## config.mk

```make
export PLATFORM = sky130hd
export DESIGN_NAME = hilo_unit
export DESIGN_NICKNAME = d
export VERILOG_FILES = /design/src/rtl/hilo_unit.sv
export SDC_FILE = /design/constraint.sdc
export NUM_CORES = 1
export LEC_CHECK = 0
export ABC_AREA = 1
export BUFFER_PORTS_ARGS = -buffer_cell sky130_fd_sc_hd__buf_2
export CAP_MARGIN = 20
export CORE_MARGIN = 4
export CORE_UTILIZATION = 58
export CTS_BUF_LIST = sky130_fd_sc_hd__clkbuf_4 sky130_fd_sc_hd__clkbuf_8
export DETAILED_ROUTE_END_ITERATION = 6
export GPL_TIMING_DRIVEN = 0
export PLACE_DENSITY = 0.88
export SYNTH_ARGS = -nofsm -noshare
export SYNTH_HDL_FRONTEND = slang
export SYNTH_SLANG_ARGS = --single-unit
export TNS_END_PERCENT = 1
```

## constraint.sdc

```tcl
create_clock -name CLK -period 3.3 [get_ports CLK]
set_input_delay 0.165 -clock CLK [delete_from_list [all_inputs] [get_ports CLK]]
set_output_delay 0.165 -clock CLK [all_outputs]
set_load 0.05 [all_outputs]
```

## src/rtl/hilo_unit.sv

```systemverilog
// hilo_unit: HI/LO result stage for a sequential multiplier with stalling mfhi/mflo/mthi/mtlo and a timeout.
// Define MADD_EN to build the multiply-accumulate adder.
module hilo_unit #(
  parameter int LATENCY = 64
) (
  input  logic        CLK,
  input  logic        RST,
  input  logic        MulReq,
  input  logic        Acc,
  output logic        MulAck,
  output logic        MulStart,
  input  logic        ProdValid,
  input  logic [63:0] Product,
  input  logic        MtHi,
  input  logic        MtLo,
  input  logic [31:0] WrData,
  input  logic        RdHi,
  input  logic        RdLo,
  output logic [31:0] RdData,
  output logic        RdValid,
  output logic        Stall,
  output logic        Busy,
  output logic        Timeout,
  output logic [31:0] Hi,
  output logic [31:0] Lo
);
  typedef enum logic [1:0] {IDLE, START, WAIT, WRITE} state_t;
  localparam logic [6:0] CNT_MAX = 7'(LATENCY - 1);
  state_t      r_state, w_next;
  logic [6:0]  r_cnt;
  logic [63:0] r_hold, w_wr;
  logic [31:0] r_hi, r_lo, r_rd_data;
  logic        r_rd_valid, r_mul_start, r_timeout, w_tmo, w_rd;
  always_comb begin
    w_next = r_state;
    w_tmo  = 1'b0;
    unique case (r_state)
      IDLE:  w_next = MulReq ? START : IDLE;
      START: w_next = WAIT;
      WAIT: begin
        w_tmo  = !ProdValid && r_cnt == CNT_MAX;
        w_next = ProdValid ? WRITE : w_tmo ? IDLE : WAIT;
      end
      WRITE: w_next = IDLE;
    endcase
  end
  assign Busy     = r_state != IDLE;
  assign MulAck   = r_state == IDLE && MulReq;
  assign Stall    = Busy && (RdHi || RdLo || MtHi || MtLo);
  assign w_rd     = !Busy && (RdHi || RdLo);
  assign MulStart = r_mul_start;
  assign Timeout  = r_timeout;
  assign RdData   = r_rd_data;
  assign RdValid  = r_rd_valid;
  assign Hi       = r_hi;
  assign Lo       = r_lo;
`ifdef MADD_EN
  logic r_acc;
  always_ff @(posedge CLK) begin
    if (RST) r_acc <= 1'b0;
    else if (MulAck) r_acc <= Acc;
  end
  assign w_wr = r_acc ? {r_hi, r_lo} + r_hold : r_hold;
`else
  logic w_unused_acc;
  assign w_unused_acc = Acc;
  assign w_wr = r_hold;
`endif
  always_ff @(posedge CLK) begin
    if (RST) begin
      r_state     <= IDLE;
      r_cnt       <= '0;
      r_hold      <= '0;
      r_hi        <= '0;
      r_lo        <= '0;
      r_rd_data   <= '0;
      r_rd_valid  <= 1'b0;
      r_mul_start <= 1'b0;
      r_timeout   <= 1'b0;
    end else begin
      r_state     <= w_next;
      r_mul_start <= MulAck;
      r_rd_valid  <= w_rd;
      if (w_tmo) r_timeout <= 1'b1;
      if (r_state == START) r_cnt <= '0;
      else if (r_state == WAIT) r_cnt <= r_cnt + 7'd1;
      if (r_state == WAIT && ProdValid) r_hold <= Product;
      // read samples the pre-move value, so a same-cycle move is not visible
      if (w_rd) r_rd_data <= RdHi ? r_hi : r_lo;
      if (r_state == WRITE) {r_hi, r_lo} <= w_wr;
      else if (!Busy) begin
        if (MtHi) r_hi <= WrData;
        if (MtLo) r_lo <= WrData;
      end
    end
  end
endmodule

```

==> impl_results.md <==
* Clock power share at 29.7%
* Post-synthesis register bit count at 172
* WP buf/inv at 3
* Sum of negative setup slack at 0 ns
* Hold path depth at 3
* Post-route insts no fill at 1,480
* Critical Path Max Stage Delay at 0.46 ns
* Placed Cells at 1,393
* Crit path time final at 2.05 ns
* Core Region at 12,100 um2
* Total grt overflow at 0
* Worst path depth at 7
* Dominant cells by area after synthesis: dfxtp_1 48%, nand2_1 11%, nor2_1 11%
* R2R Path End: r_hold[12]
* Dpl ws at 1.51 ns
* Layout filler cell count at 925
* Post-synthesis cell type count at 21
* Sequential fraction of design power at 45.0%
* Final worst-path cycle share at 62.0%
* Total leakage power at 4.30 nW
* Crit-path cells: inv_1, ha_1, buf_4, nand2_2, clkbuf_1, o21ai_0, a21oi_1
* Most frequent cells in the layout: 233 x buf_2, 209 x nand2_1, 204 x nor2_1
* Clock root buffer master: clkbuf_8
* DRC Markers at 0
* Starting DRT DRC Count at 645
* Register area share after synthesis at 47.9%
* CTS buffer count at 17
* Slew Viols, Final at 0
* Gp weighted congestion at 0.860
* Largest delay contributor family on the critical path: buffers and inverters
* Reg2reg start: r_state[0]
* Post-synth top area cell: dfxtp_1
* H-tree lvl count at 4
* Worst setup margin at 1.25 ns
* Final setup fails at 0
* Mean Syn Cell Area at 7.04 um2
* CTS max path bufs at 2
* CTS clk-pin slew, worst paths at 0.08 ns
* Total power at 5.21 mW
* Achievable Freq at 0.489 GHz
* Commonest non-fill, non-tap cell in the layout: buf_2
* Vias at 7,807
* Synth top area share at 47.9%
* Pin count of the biggest net entering global routing at 17
* Final core occ at 77.8%
* Crit path max fanout at 10
* Least-Margin Pin Slew at 0.613 ns
* FP Rows at 40
* Number of global-route vias before repair at 7,619
* Startpoint types: flop
* Worst setup EP type: flop
* GRT Util Overall at 32.3%
* CP required at 3.68 ns
* R2R setup slack at 1.25 ns
* Dpl cell area at 8410 um2
* PwrDens at 556 nW/um2
* Min-delay worst type: primary input to flop
* DIE AREA at 14,200 um2
* PortBufs at 204
* Critical-path top delay cell: clkbuf_1
* Area delta synth->final at 30.6%
* RSZ-0062 raised after global routing: false
* Synthesized area at 7180 um2
* Final net count at 1,410
* Die Span X at 119 um
* Die Y at 119 um
* Status: finished clean
* Via density at 5.28
* Final HPWL DP at 15.6 mm
* VDD IR max at 318 uV
* Synthesized instance count at 1,021
* Total Routed Length at 23.1 mm
* WL/cell at 15.6 um
* Post-cts sizing count at 0
* Final Skew at 0.00979 ns
* Hold Vio Cnt, Final at 0
* Internal power at 3.44 mW
* Setup Crit Path Kind: flop to flop
* Ys Warns at 0
* First drt pass iteration count at 7
* Combinational share of power at 25.3%
* Slew HR at 59.1%
* WP data arrival at 2.43 ns
* Hold endpoint: r_hold[36]
* Io pins at 207
* DRT antenna net count at 0
* Worst-Skew Late Latency at 0.46 ns
* Starting Density at 59.6%
* Hold WS at 0.0189 ns
* CTS tree: yes
* Finished Cell Area at 9380 um2
* NetSw at 1.78 mW
* Worst R2R Path Depth at 7
* Ratio of cells with drive above 1 in the final layout at 21.9%
* Min-delay src: Product[36]
* Max cap viols at 0
* Mapped Nets at 1,132
* Switching part of the total at 34.1%
* First-pass GRT wire length at 36.9 mm
* Initial antenna violation count at 1
* CTS sink cnt at 172
[power groups by stage]
stage	combinational (mW)	sequential [mW]	clock, mW
finish	1.32	2.34	1.55
global route	1.42	2.36	1.64
CTS	1.30	2.34	1.54
detailed placement	1.24	2.39	0
global placement	1.22	2.38	0
floorplan	0.469	2.81	0
[timing repair]
action / CTS / global route
buffers inserted: 0 / 0
endpoints found under the hold margin: 56 / 0
hold buffers: 55 / 0
setup endpoints to repair: 0 / 0
[worst min-delay path, delay by kind of cell]
kind                   cells  cell delay [ns]
AOI/OAI and AO/OA          1             0.09
and+or+nand+nor            1             0.11
buffers and inverters      1             0.07
[sequential cells by signal, summed over array words and instances (netlist names)]
name and cells:
r_state 2, Hi 32, r_cnt 7, Lo 32
r_hold 64, RdValid 1, RdData 32, Timeout 1
MulStart 1
[Yosys cell counts]
| cell type | count |
|---|---|
| nand2_1 | 209 |
| nor2_1 | 204 |
| dfxtp_1 | 172 |
| o21ai_0 | 139 |
| inv_1 | 81 |
| a21oi_1 | 73 |
| o21ai_1 | 57 |
| buf_2 | 29 |
| clkbuf_1 | 24 |
| buf_6 | 7 |
| ha_1 | 6 |
| buf_4 | 5 |
| inv_2 | 3 |
| clkbuf_2 | 2 |
| nand2_2 | 2 |
| nor2_4 | 2 |
| o21ai_4 | 2 |
| a31oi_1 | 1 |
| buf_1 | 1 |
| nand3_1 | 1 |
| xnor2_1 | 1 |
[cell type report]
cell class                 count  area [um2]  area share, %
sequential                   172        3440           36.7
multi-input combinational    697        3060           32.6
timing repair buffer         259        1570           16.8
buffer                        68         365           3.89
inverter                      84         315           3.36
clock buffer                  23         298           3.17
tap                          168         210           2.24
clock inverter                 8         115           1.23
antenna                        1        2.50         0.0267
[cell families (layout without fill, tap and decap cells)]
kind of cell	count (synthesis)	count (layout)	synth area share (%)
fa+ha+maj	6	6	1.05
other cells	0	1	0
simple gates	418	418	22.1
compound gates	272	272	19.3
buf+inv	152	442	9.48
flops	172	172	47.9
xor+xnor	1	1	0.122
[worst max-delay path by stage]
stage | startpoint | to | slack (ns)
finish | r_state[0] | r_hold[12] | 1.25
global route | r_state[0] | r_hold[12] | 1.22
CTS | r_state[0] | Stall | 1.44
detailed placement | r_state[0] | r_hold[21] | 1.51
global placement | r_state[0] | r_hold[16] | 1.53
floorplan | r_state[1] | Stall | 1.68
[layer usage]
metal  track usage (%)  share of wire (%)  vias to the layer above
met5                 0                  0                        -
met4              17.2                4.5                        0
met3              8.07                8.5                       82
met2              54.5                 48                      398
met1              37.6                 39                     3542
li1                  -                  -                     3785
Note: power is estimated with default switching activity, not from simulation.
